### config.mk
export PLATFORM = sky130hd
export DESIGN_NAME = rr_mux_arb
export DESIGN_NICKNAME = d
export VERILOG_FILES = /design/src/rtl/rr_mux_arb.sv
export SDC_FILE = /design/constraint.sdc
export NUM_CORES = 1
export LEC_CHECK = 0
export ABC_AREA = 1
export CORE_MARGIN = 1.5
export CORE_UTILIZATION = 35
export DETAILED_ROUTE_END_ITERATION = 8
export GPL_ROUTABILITY_DRIVEN = 0
export PLACE_DENSITY = 0.74
export SLEW_MARGIN = 15
export SYNTH_ARGS = -nofsm -noshare
export SYNTH_HDL_FRONTEND = slang
export SYNTH_SLANG_ARGS = --single-unit
### constraint.sdc
create_clock -name clk -period 4.3 [get_ports clk]
set_input_delay 1.29 -clock clk [delete_from_list [all_inputs] [get_ports clk]]
set_output_delay 1.29 -clock clk [all_outputs]
set_load 0.05 [all_outputs]
### src/rtl/rr_mux_arb.sv
// N-channel valid/ready arbiter with fixed-priority or round-robin selection,
// registering the winning word into a single output stage.
module rr_mux_arb #(
  parameter int unsigned DATA_WIDTH = 32,
  parameter int unsigned NUM_CH     = 4,
  parameter int unsigned CH_W       = 2
) (
  input  logic                         clk,
  input  logic                         rst_n,
  input  logic                         mode,
  input  logic [NUM_CH-1:0]            in_valid,
  input  logic [NUM_CH*DATA_WIDTH-1:0] in_data,
  output logic [NUM_CH-1:0]            in_ready,
  output logic                         out_valid,
  output logic [DATA_WIDTH-1:0]        out_data,
  output logic [CH_W-1:0]              out_ch,
  input  logic                         out_ready
);

  logic                  out_valid_q, out_valid_d;
  logic [DATA_WIDTH-1:0] out_data_q, out_data_d;
  logic [CH_W-1:0]       out_ch_q, out_ch_d;
  logic [CH_W-1:0]       ptr_q, ptr_d;

  logic            load_en;
  logic            found;
  logic            xfer;
  logic [CH_W-1:0] grant_ch;
  logic [CH_W-1:0] cand;

  // Search order starts at ptr in round-robin mode, at channel 0 otherwise.
  always_comb begin
    found    = 1'b0;
    grant_ch = '0;
    cand     = '0;
    for (int unsigned j = 0; j < NUM_CH; j++) begin
      if (mode) begin
        cand = CH_W'((32'(ptr_q) + j) % NUM_CH);
      end else begin
        cand = CH_W'(j);
      end
      if (!found && in_valid[cand]) begin
        found    = 1'b1;
        grant_ch = cand;
      end
    end
  end

  assign load_en = !out_valid_q || out_ready;
  // Gating with rst_n keeps in_ready low for the whole time reset is held.
  assign xfer    = load_en && found && rst_n;

  always_comb begin
    in_ready = '0;
    if (xfer) begin
      in_ready[grant_ch] = 1'b1;
    end
  end

  always_comb begin
    out_valid_d = xfer || (out_valid_q && !out_ready);
    out_data_d  = out_data_q;
    out_ch_d    = out_ch_q;
    ptr_d       = ptr_q;
    if (xfer) begin
      out_data_d = in_data[32'(grant_ch) * DATA_WIDTH +: DATA_WIDTH];
      out_ch_d   = grant_ch;
      if (mode) begin
        ptr_d = (grant_ch == CH_W'(NUM_CH - 1)) ? '0 : grant_ch + CH_W'(1);
      end
    end
  end

  always_ff @(posedge clk or negedge rst_n) begin
    if (!rst_n) begin
      out_valid_q <= 1'b0;
      out_data_q  <= '0;
      out_ch_q    <= '0;
      ptr_q       <= '0;
    end else begin
      out_valid_q <= out_valid_d;
      out_data_q  <= out_data_d;
      out_ch_q    <= out_ch_d;
      ptr_q       <= ptr_d;
    end
  end

  assign out_valid = out_valid_q;
  assign out_data  = out_data_q;
  assign out_ch    = out_ch_q;

endmodule

# Word-level counts from Yosys, hierarchy flattened
# Index checks and enable logic that the tools add are counted.
[classes]
add_sub_neg = 4
order_cmp = 6
n_eq_ne = 1
shift = 1
mux = 24
n_reduce_logical = 15
[op_table]
columns = ["op", "count"]
rows = [
  ["indexed part select 128 x 8 -> 32 bit", 1],
  ["two-way mux 2 bit", 9],
  ["< comparator 2 x 3 -> 1 bit (second input constant)", 5],
  ["two-way mux 1 bit", 9],
  ["binary-select mux 1 bit (select 2 bit)", 4],
  ["logical AND 1 bit", 7],
  ["zero test 1 bit", 5],
  ["adder 2 x 1 -> 2 bit (second input constant)", 2],
  ["adder 2 bit (second input constant)", 2],
  ["two-way mux 4 bit", 1],
  ["demux 1 bit (select 2 bit)", 1],
  ["equality test 2 bit (second input constant)", 1],
  [">= comparator 2 x 1 -> 1 bit (second input constant)", 1],
  ["logical OR 1 bit", 2],
  ["AND reduction 2 bit", 1],
]
[word_totals]
regBits = 37
inputBits = 136
out_inout_bits = 39

# Longest topological paths before layout
# Gate-level depths: netlist of run 1.
[depth]
word_depth = 18
ltp_mapped = 17
ltp_nobuf = 14

# Worst setup path before layout of run 1
# Ideal clock, no wire load.
[synth_timing]
path_type = "input port to output port"
from = "input mode"
to = "output in_ready[0]"
arrival_ns = 3.490
required_ns = 3.010
path_slack_ns = -0.480
stages = 14
n_path_buf = 3
cell_sequence = "buf_6 -> nand2_4 -> nand2_2 -> nand2_2 -> inv_2 -> nand2_1 -> nand2_2 -> nand3_1 -> nand3_1 -> nand2_1 -> buf_6 -> buf_6 -> inv_2 -> nor3_1"
[synth_between]
elab_chain_len = 18
[synth_rtl]
columns = ["element", "line", "rtl"]
rows = [
  ["start, declared", "10", "input logic mode,"],
  ["two-way mux 2 bit", "37", "if (mode) begin"],
  ["binary-select mux 1 bit (select 2 bit)", "42", "if (!found && in_valid[cand]) begin"],
  ["two-way mux 1 bit (not written as such)", "42", ""],
  ["two-way mux 1 bit", "42", ""],
  ["zero test 1 bit", "42", ""],
  ["logical AND 1 bit", "42", ""],
  ["two-way mux 1 bit", "42", ""],
  ["zero test 1 bit", "42", ""],
  ["[... 2 more ...]", "-", ""],
  ["zero test 1 bit", "42", ""],
  ["logical AND 1 bit", "42", ""],
  ["two-way mux 2 bit", "42", ""],
  ["< comparator 2 x 3 -> 1 bit (not written as such) or >= comparator 2 x 1 -> 1 bit (tied branches)", "56", "in_ready[grant_ch] = 1'b1;"],
  ["logical AND 1 bit (not written as such)", "56", ""],
  ["two-way mux 1 bit (not written as such)", "56", ""],
  ["demux 1 bit (select 2 bit)", "56", ""],
  ["two-way mux 4 bit *", "55", "if (xfer) begin"],
  ["end, declared", "13", "output logic [NUM_CH-1:0] in_ready,"],
]
# Mark *: on every way between the ends. The rest lies on a longest branch, timed or not. The select of a mux whose other input is x is not followed.

# Worst setup path in the final report of run 1
[layout_timing]
from = "input mode"
to = "output in_ready[2]"
# Same word-level chain as after synthesis.

==> flow_results.org, run 1 <==
** Worst setup path
- WP data required :: about 3 ns
- Slowest cell on the critical path :: sky130_fd_sc_hd__o21ai_4
- Family with the most delay on the worst path :: buffers and inverters
- STA classifies the critical path startpoint as an input port.
- CP most frequent cell :: sky130_fd_sc_hd__nand2_8
- Buffers and inverters on the worst path :: 6
- Critical-path cell list :: clkbuf_2 > buf_8 > nand2_8 > nand2_8 > nand2_8 > o21ai_4 > buf_6 > nand3_2 > nand2_4 > inv_4 > buf_6 > nor3_4 > buf_12
- Largest stage delay on the critical path :: between 0.2 and 0.3 ns
- Critical path capture point type :: output pin
- Along the worst path, the maximum fanout reaches 7.
- Data arrives at the worst endpoint at 2.96 ns.
- The critical path in this run is classified as in2out.

** Placed design
- Cell total after placement :: 887
- The count of buffers added on input and output ports is roughly 170.
- OpenSTA, run right after detailed placement, puts the worst setup slack at -0.284 ns.
- Sum of net half-perimeters after detailed placement :: between 8000 and 9000 um

** Clock network
- Clk Tree Root Cell :: sky130_fd_sc_hd__clkbuf_8
- Clock buffer depth :: 2
- Clk pin slew, worst setup/hold paths :: 0.07 ns
- Number of buffers created by CTS :: 5
- TritonCTS built the clock tree.
- Counting every sink on the clock net gives 37.
- The H-tree was split into 2 levels.
- The later pin in the worst-skew pair is clocked with a latency of about 0.28 ns.
- Hold repair after CTS inserted 0 buffers.

** Die
- For this configuration, the core starts out at a cell density of 0.365.
- X dimension of the die :: ~100 um
- During I/O placement, the number of pins put on the boundary was between 150 and 200.
- The die covers 10,300 um2.
- In this run the standard cell core region covers roughly 9300 um2.
- The floorplan has 35 rows.
- Height of the die :: 102 um

** Cells and area
- Area overhead of the layout relative to synthesis :: 63.1%
- Leaving out filler cells and counting taps, the final layout contains 900.
- Share of layout cells above drive strength 1 :: 0.0921
- Diodes inserted :: 0
- The net count of the finished layout is between 900 and 1,000.
- For this run, the share of the core covered by cells in the final layout is 0.596.
- Leaving out fill and tap cells, the most frequent cells in the layout are sky130_fd_sc_hd__nand2_1 (213), sky130_fd_sc_hd__clkdlybuf4s50_1 (164), sky130_fd_sc_hd__nand3_1 (137).
- The library cell used most frequently in the layout, excluding fill and tap cells, is sky130_fd_sc_hd__nand2_1.

** Yosys
- Share of synthesized registers carrying an async set or reset :: 1.00
- Yosys printed 0 warnings.
- Yosys mapped the design onto 24 distinct sky130hd cell types.
- Area contributors post-synth :: sky130_fd_sc_hd__dfrtp_1 (27%), sky130_fd_sc_hd__nand2_1 (24%), sky130_fd_sc_hd__nand3_1 (21%)
- Instance count of the mapped netlist :: 601
- A synthesized cell averages roughly 5.7 um2.
- For this run, the register share of the synthesized area comes to 0.272.
- For this run, the leading register cell type out of synthesis is sky130_fd_sc_hd__dfrtp_1.
- Cell accounting for the most synthesized area :: sky130_fd_sc_hd__dfrtp_1
- Fraction of post-synthesis cell area in the top cell type by area :: 0.272
- Post-synthesis cell area :: 3410 um2
- After synthesis the netlist holds a flip-flop and latch count of 37.
- The synthesized design contains 0 enable-type register cells.
- Syn Nets :: roughly 740

** Timing
- Worst Setup Slack, final :: between 0.05 and 0.06 ns
- In the finished design, the share of the clock period the worst path needs comes to 0.988.
- Setup violations remaining at the end of the flow were counted as 0.
- The number of failing hold endpoints at the final stage was 0.
- Measured against its own limit, the worst slew margin works out to 0.557.
- Least-Margin Pin Slew :: roughly 0.66 ns
- Final Critical Period :: roughly 4.2 ns
- Highest achievable clock rate :: roughly 0.24 GHz
- Clock skew on the completed layout was measured at ~0.0043 ns.
- The number of max-slew violations in the final report is 0.

** Global route
- First-pass GRT wire length :: around 18,000 um
- The number of antenna violations at the first check in global routing came to 0.
- The total overflow left after global routing is 0.
- Global router's overall resource usage :: 0.215
- Vias in the first global route :: slightly below 4,000
- Largest net degree at the start of global routing :: 65

** Drt
- Using the TritonRoute via totals, the vias-per-cell ratio works out to around 4.6.
- DRT iter0 DRCs :: ~110
- Number of nets with antenna violations after detailed routing :: 0
- In the final routed layout, each cell accounts on average for 12.4 um.
- The routed layout has between 4,000 and 5,000 vias.
- Remaining design rule violation count :: 0
- Number of detailed-route iterations in the first pass :: 4
- The routed design has roughly 11,000 um of wire.

** Power
- The analysis attributes to net switching a power of around 2.0 mW.
- Summed over all cells, the static leakage comes to slightly above 3 nW.
- Power spread over the standard cell area amounts to between 600 and 700 nW/um2.
- Total Power :: 3.60 mW
- Cell internal power was estimated by the tool at 1.61 mW.
- Combinational share of power :: 0.759
- Proportion of total power due to net switching :: 0.553
- Portion of total power attributed to sequential cells :: 0.175
- VDD IR-drop max :: approximately 0.36 mV
- The share of total power dissipated in the clock network is 0.066.

** Run status
- Outcome :: finished clean

** Hold path
- Worst hold path class :: reg2reg

** Job
- Across the run, the number of max-cap violations was 0.
-- power groups by stage --
| stage | logic (mW) | clock network [mW] | registers, mW |
|---|---|---|---|
| global route | 2.99 | 0.268 | 0.652 |
| global placement | 2.58 | 0 | 0.616 |
| floorplan | 1.33 | 0 | 1.15 |
| CTS | 2.70 | 0.252 | 0.629 |
| finish | 2.73 | 0.239 | 0.630 |
| detailed placement | 2.63 | 0 | 0.623 |
-- path summary, 6_finish.rpt --
check	from	endpoint	slack, ns	depth (start not counted)
worst max register to register	ptr_q[0]	out_data[10]	1.60	12
min in group asynchronous	rst_n	out_ch[0]	1.17	2
worst max-delay path	mode	in_ready[2]	0.05	13
worst min-delay path	out_data[20]	out_data[20]	0.48	2
max in group asynchronous	rst_n	out_data[0]	2.80	2
worst min register to register	out_data[20]	out_data[20]	0.48	2
-- flip-flops by register name, indices dropped and copies added (netlist names) --
| name | flops |
|---|---|
| out_valid | 1 |
| ptr_q | 2 |
| out_ch | 2 |
| out_data | 32 |
-- synthesized netlist by cell type, types with 2 or more instances --
master and n:
sky130_fd_sc_hd__nand2_2 5, sky130_fd_sc_hd__nand4_1 2, sky130_fd_sc_hd__buf_6 5, sky130_fd_sc_hd__inv_1 136, sky130_fd_sc_hd__o21ai_0 2, sky130_fd_sc_hd__nor2_1 2, sky130_fd_sc_hd__inv_2 3, sky130_fd_sc_hd__nand3_1 140
sky130_fd_sc_hd__clkbuf_1 2, sky130_fd_sc_hd__buf_4 9, sky130_fd_sc_hd__dfrtp_1 37, sky130_fd_sc_hd__o21ai_1 6, sky130_fd_sc_hd__nor3_1 3, sky130_fd_sc_hd__buf_2 20, sky130_fd_sc_hd__nand2_4 2, sky130_fd_sc_hd__nand2_1 217
sky130_fd_sc_hd__a21oi_1 2, sky130_fd_sc_hd__nor2_2 2
-- logic make-up (layout without fill, tap and decap cells) --
group | Yosys count | in the layout | synth area share
AOI/OAI and AO/OA | 12 | 12 | 0.0213
adders and majority gates | 1 | 1 | 0.00367
buffers and inverters | 176 | 345 | 0.223
DFF | 37 | 37 | 0.272
and+or+nand+nor | 375 | 376 | 0.481
-- stage by stage --
step,setup TNS (ns),area [um2],hold WS (ns)
2_1_floorplan,-0.109,3440,0.519
3_3_place_gp,-0.679,5300,0.460
3_5_place_dp,-1.05,5300,0.465
4_1_cts,-0.0176,5510,0.484
5_1_grt,-0.133,5560,0.506
6_report,0,5560,0.480
-- routing by layer --
| metal | wire length [um] | GRT usage | up-vias |
|---|---|---|---|
| li1 | - | - | 2138 |
| met1 | 4640 | 0.252 | 1843 |
| met2 | 5560 | 0.399 | 154 |
| met3 | 724 | 0.0366 | 24 |
| met4 | 272 | 0.0609 | 0 |
| met5 | 0 | 0 | - |
-- final cells by class --
class                   count  area [um2]
multi-input cells         389        1890
inverters                 140         531
flip-flops and latches     37         926
repair buffers            198        1960
clock buffers               7        86.3
fillers                   894        3770
well taps                 129         161
-- worst reg2reg max path: cells and delay by family (launching register included) --
family | cells | cell delay [ns]
and+or+nand+nor | 10 | 1.13
DFF | 1 | 0.68
buffers and inverters | 1 | 0.52
AOI/OAI and AO/OA | 1 | 0.26
-- timing repair --
item,4_1_cts,5_1_grt
gates cloned,1,0
pin swaps,14,10
resized for setup,22,14
endpoints found under the setup margin,4,4
setup buffers,4,1
Power figures use the tool's default switching activity.
==> run 2: changes to the inputs <==
- ABC_AREA: 1 -> unset
- CORE_ASPECT_RATIO: unset -> 0.75
- PLACE_DENSITY: 0.74 -> 0.77
- SETUP_SLACK_MARGIN: unset -> 0.15
==> run 2 against run 1 <==
Synthesized cell count is 37% lower. Die area is 12% lower. Non-clock buffer count is 4 lower. Critical path depth is 4 lower. Hold slack better by 0.011 ns. Combinational power is 31% lower. Wire length is 11% lower. Cell area is 9.6% lower. Global-route usage is 0.39 points higher. Critical endpoint is now in_ready[3]. Largest cell class is now multi-input combinational cells.
==> flow_results.org, run 2 <==
** Timing
- Highest achievable clock rate :: around 0.24 GHz
- Total count of hold-check failures in the final report :: 0
- Period Utilization, post-route :: 0.952
- The worst pin sits at a relative slew slack of 0.524.
- Summed over all failing endpoints, the final setup total negative slack is 0 ns.
- Final setup violation count :: 0
- Across the routed clock network, the largest skew measured is between 0.002 and 0.003 ns.
- For the pin with the worst max-slew slack, the measured transition is a little over 0.7 ns.
- Setup repair after global routing left no endpoint under its margin.
- Total count of max-transition violations in the final report :: 0
- The routed design could run at a clock period as short as roughly 4 ns.

** Yosys
- Area contributors post-synth :: sky130_fd_sc_hd__dfrtp_1 (31%), sky130_fd_sc_hd__mux2i_1 (23%), sky130_fd_sc_hd__nor2_1 (13%)
- Share of synthesized registers carrying an async set or reset :: 1.00
- Most frequent cell after synthesis :: sky130_fd_sc_hd__nor2_1
- After synthesis, the netlist uses 37 different library cells.
- Instance count of the mapped netlist :: about 380
- Cell accounting for the most synthesized area :: sky130_fd_sc_hd__dfrtp_1
- Number of storage elements in the synthesis netlist :: 37
- Summing every instance area after synthesis gives around 3000 um2.
- In this run, synthesis inferred 0 flip-flops with an integrated enable.
- Mean cell area of the mapped netlist :: between 7 and 8 um2
- Part of the Yosys area used for sequential elements :: 0.310
- Counting every net in the synthesized netlist gives between 500 and 600.
- The Yosys step of the flow raised 0 warnings.
- In the synthesized netlist the dominant register cell turns out to be sky130_fd_sc_hd__dfrtp_1.
- Fraction of post-synthesis cell area in the top cell type by area :: 0.310
- Top cells by count, synth :: sky130_fd_sc_hd__nor2_1 (101), sky130_fd_sc_hd__nand2_1 (75), sky130_fd_sc_hd__mux2i_1 (68)

** Run status
- Outcome :: finished clean

** Drt
- Post-detailed-route wirelength per cell :: approximately 15 um
- Number of nets with antenna violations after detailed routing :: 0
- Dividing the detail-routed via count by the number of cells gives about 5.
- Total number of vias :: about 3,300
- Remaining design rule violation count :: 0
- Amount of wire on met3 after detailed routing :: between 1000 and 1500 um
- Uppermost layer routed :: met4
- Overall routed net length :: 9970 um
- In the final routing, the length of wire on met1 measures 4120 um.
- Before antenna repair, the detailed router went through 4 iterations.
- Met2 wire len :: between 4000 and 5000 um
- DRT iter0 DRCs :: between 200 and 250

** Placed design
- The HPWL after detailed placement is about 7400 um.
- Buffers placed on the I/O ports in this run total around 170.
- Cell total after placement :: 645

** Cells and area
- Commonest non-fill, non-tap cells in the layout :: sky130_fd_sc_hd__clkdlybuf4s50_1 (164), sky130_fd_sc_hd__nor2_1 (99), sky130_fd_sc_hd__nand2_1 (74)
- Area overhead of the layout relative to synthesis :: 68.0%
- The finished layout holds between 600 and 700 standard cells, fillers aside.
- Fill cells in the final layout number 712.
- Final nets :: around 690
- The register with the most flip-flops in the layout has 32 of them.
- Leaving out fill and tap cells, the most frequent cell in the layout is sky130_fd_sc_hd__clkdlybuf4s50_1.
- In the final layout, the share of cells above drive strength 1 is 0.0982.
- Diodes inserted :: 0

** Die
- about 180 I/O pins were placed.
- Starting utilization of the core area :: 0.370
- Measured along the y axis, the die boundary spans between 80 and 90 um.
- Total number of placement rows :: 28
- In this run the horizontal extent of the chip is 110 um.
- Die footprint :: between 9000 and 10,000 um2
- Core region area :: 8090 um2

** Hold path
- In this run the worst hold path is classified as reg2reg.

** Power
- In this run the static leakage power is ~2 nW.
- Across the VDD grid, the largest voltage drop is 0.342 mV.
- In this run the power density over the cells is between 500 and 600 nW/um2.
- Overall power consumption after layout is estimated at about 2.8 mW.

** Clock network
- Clk Tree Root Cell :: sky130_fd_sc_hd__clkbuf_16
- In this run, CTS created clock tree buffers numbering 5.
- After clock tree synthesis, the clock-pin slew on the worst setup and hold paths is roughly 0.050 ns.
- The H-tree generated during clock tree synthesis spans 2 levels.
- The later pin in the worst-skew pair is clocked with a latency of 0.27 ns.
- The clock passes through at most 2 buffers.
- Count of clock tree sinks :: 37
- Buffers inserted to repair hold after CTS numbered 0.
- TritonCTS built the clock tree.

** Worst setup path
- Of all nets on the critical path, the largest fanout is 7.
- Critical-path cell list :: buf_4 > nand2_4 > o32ai_4 > a21oi_2 > o311a_1 > o22ai_4 > ha_4 > and2_4 > buf_12
- STA puts the critical path data required time at 3.01 ns.
- The number of buffers and inverters on the critical path is 2.
- Largest stage delay on the critical path :: between 0.3 and 0.4 ns
- At the worst endpoint, the arrival time is about 2.8 ns.
- The worst setup path is launched from an input port.
- Slowest cell on the critical path :: sky130_fd_sc_hd__o311a_1
- Family with the most delay on the worst path :: compound AO/OA/AOI/OAI gates
- The critical path in this run is classified as in2out.
- The worst setup path is captured at an output pin.

** Global route
- The number of antenna violations at the first check in global routing came to 0.
- The first global-routing pass estimated about 16,000 um of wire.
- Largest net degree at the start of global routing :: 44
- Global router's overall resource usage :: 0.219
- Vias in the first global route :: 3,381
- Gr ovfl total :: 0

** Job
- Across the run, the number of max-cap violations was 0.
run 2: changes by cell type after synthesis, sizes merged, moves of 3 or more:
cell,before,now
clkbuf,2,15
buf,34,18
nor2,5,101
mux2i,0,68
a211oi,0,32
nand2b,0,3
nand3,141,1
inv,140,3
o21ai,9,4
nand2,224,75
run 2: power by group:
part | total [mW] | internal, mW | switching (mW)
Sequential | 0.627 | 0.507 | 0.120
Combinational | 1.88 | 0.735 | 1.14
Clock | 0.340 | 0.215 | 0.125
Total | 2.85 | 1.46 | 1.39
run 2: worst paths after layout:
path	from	endpoint	slack, ns	depth (start not counted)
worst max-delay path	mode	in_ready[3]	0.21	9
worst min-delay path	out_ch[0]	out_ch[0]	0.49	2
worst max register to register	ptr_q[0]	out_data[9]	1.23	10
worst min register to register	out_ch[0]	out_ch[0]	0.49	2
max in group asynchronous	rst_n	out_data[11]	2.86	2
min in group asynchronous	rst_n	ptr_q[1]	1.11	2
run 2: per-layer routing:
layer	GRT usage	vias to the layer above
li1	-	1622
met1	0.265	1497
met2	0.375	142
met3	0.0667	12
met4	0.0519	0
met5	0	-
run 2: cell families (layout without fill, tap and decap cells):
logic type	after synthesis	in the layout	synth area share
flip-flops	37	37	0.310
XOR/XNOR	1	1	0.00293
multiplexers	69	69	0.231
adder cells (fa/ha/maj)	1	1	0.00418
AND/OR/NAND/NOR	188	188	0.245
AO/OA/AOI/OAI	49	49	0.121
buffers and inverters	36	205	0.0854
run 2: worst reg2reg max path, cell delays in order (launching register included):
cell and delay (ns):
sky130_fd_sc_hd__dfrtp_1 0.66, sky130_fd_sc_hd__mux2i_4 0.36, sky130_fd_sc_hd__o32ai_4 0.12, sky130_fd_sc_hd__a21oi_2 0.15
sky130_fd_sc_hd__buf_4 0.15, sky130_fd_sc_hd__a21boi_4 0.06, sky130_fd_sc_hd__o22ai_4 0.25, sky130_fd_sc_hd__buf_4 0.15
sky130_fd_sc_hd__buf_4 0.55, sky130_fd_sc_hd__mux2i_1 0.24, sky130_fd_sc_hd__a211oi_1 0.29
run 2: per-stage QoR:
stage           util  area [um2]  hold WS [ns]  worst slack (ns)
2_1_floorplan      -        3030         0.669             0.160
5_1_grt        0.621        5020         0.521             0.150
3_3_place_gp   0.595        4820         0.471            -0.182
6_report       0.621        5020         0.490             0.205
3_5_place_dp   0.595        4820         0.481            -0.314
4_1_cts        0.617        5000         0.495             0.153
run 2: timing repair:
action	in CTS	in global routing
setup buffers	1	1
setup endpoints to repair	4	4
pin swaps	7	5
gates resized for setup	25	11
run 2: area by class of cell:
cell class	count	area [um2]	area share
Timing Repair Buffer	194	1890	0.376
Sequential cell	37	926	0.184
Multi-Input combinational cell	308	1930	0.384
Inverter	3	11.3	0.00224
Clock buffer	8	136	0.0271
Tap cell	105	131	0.0261
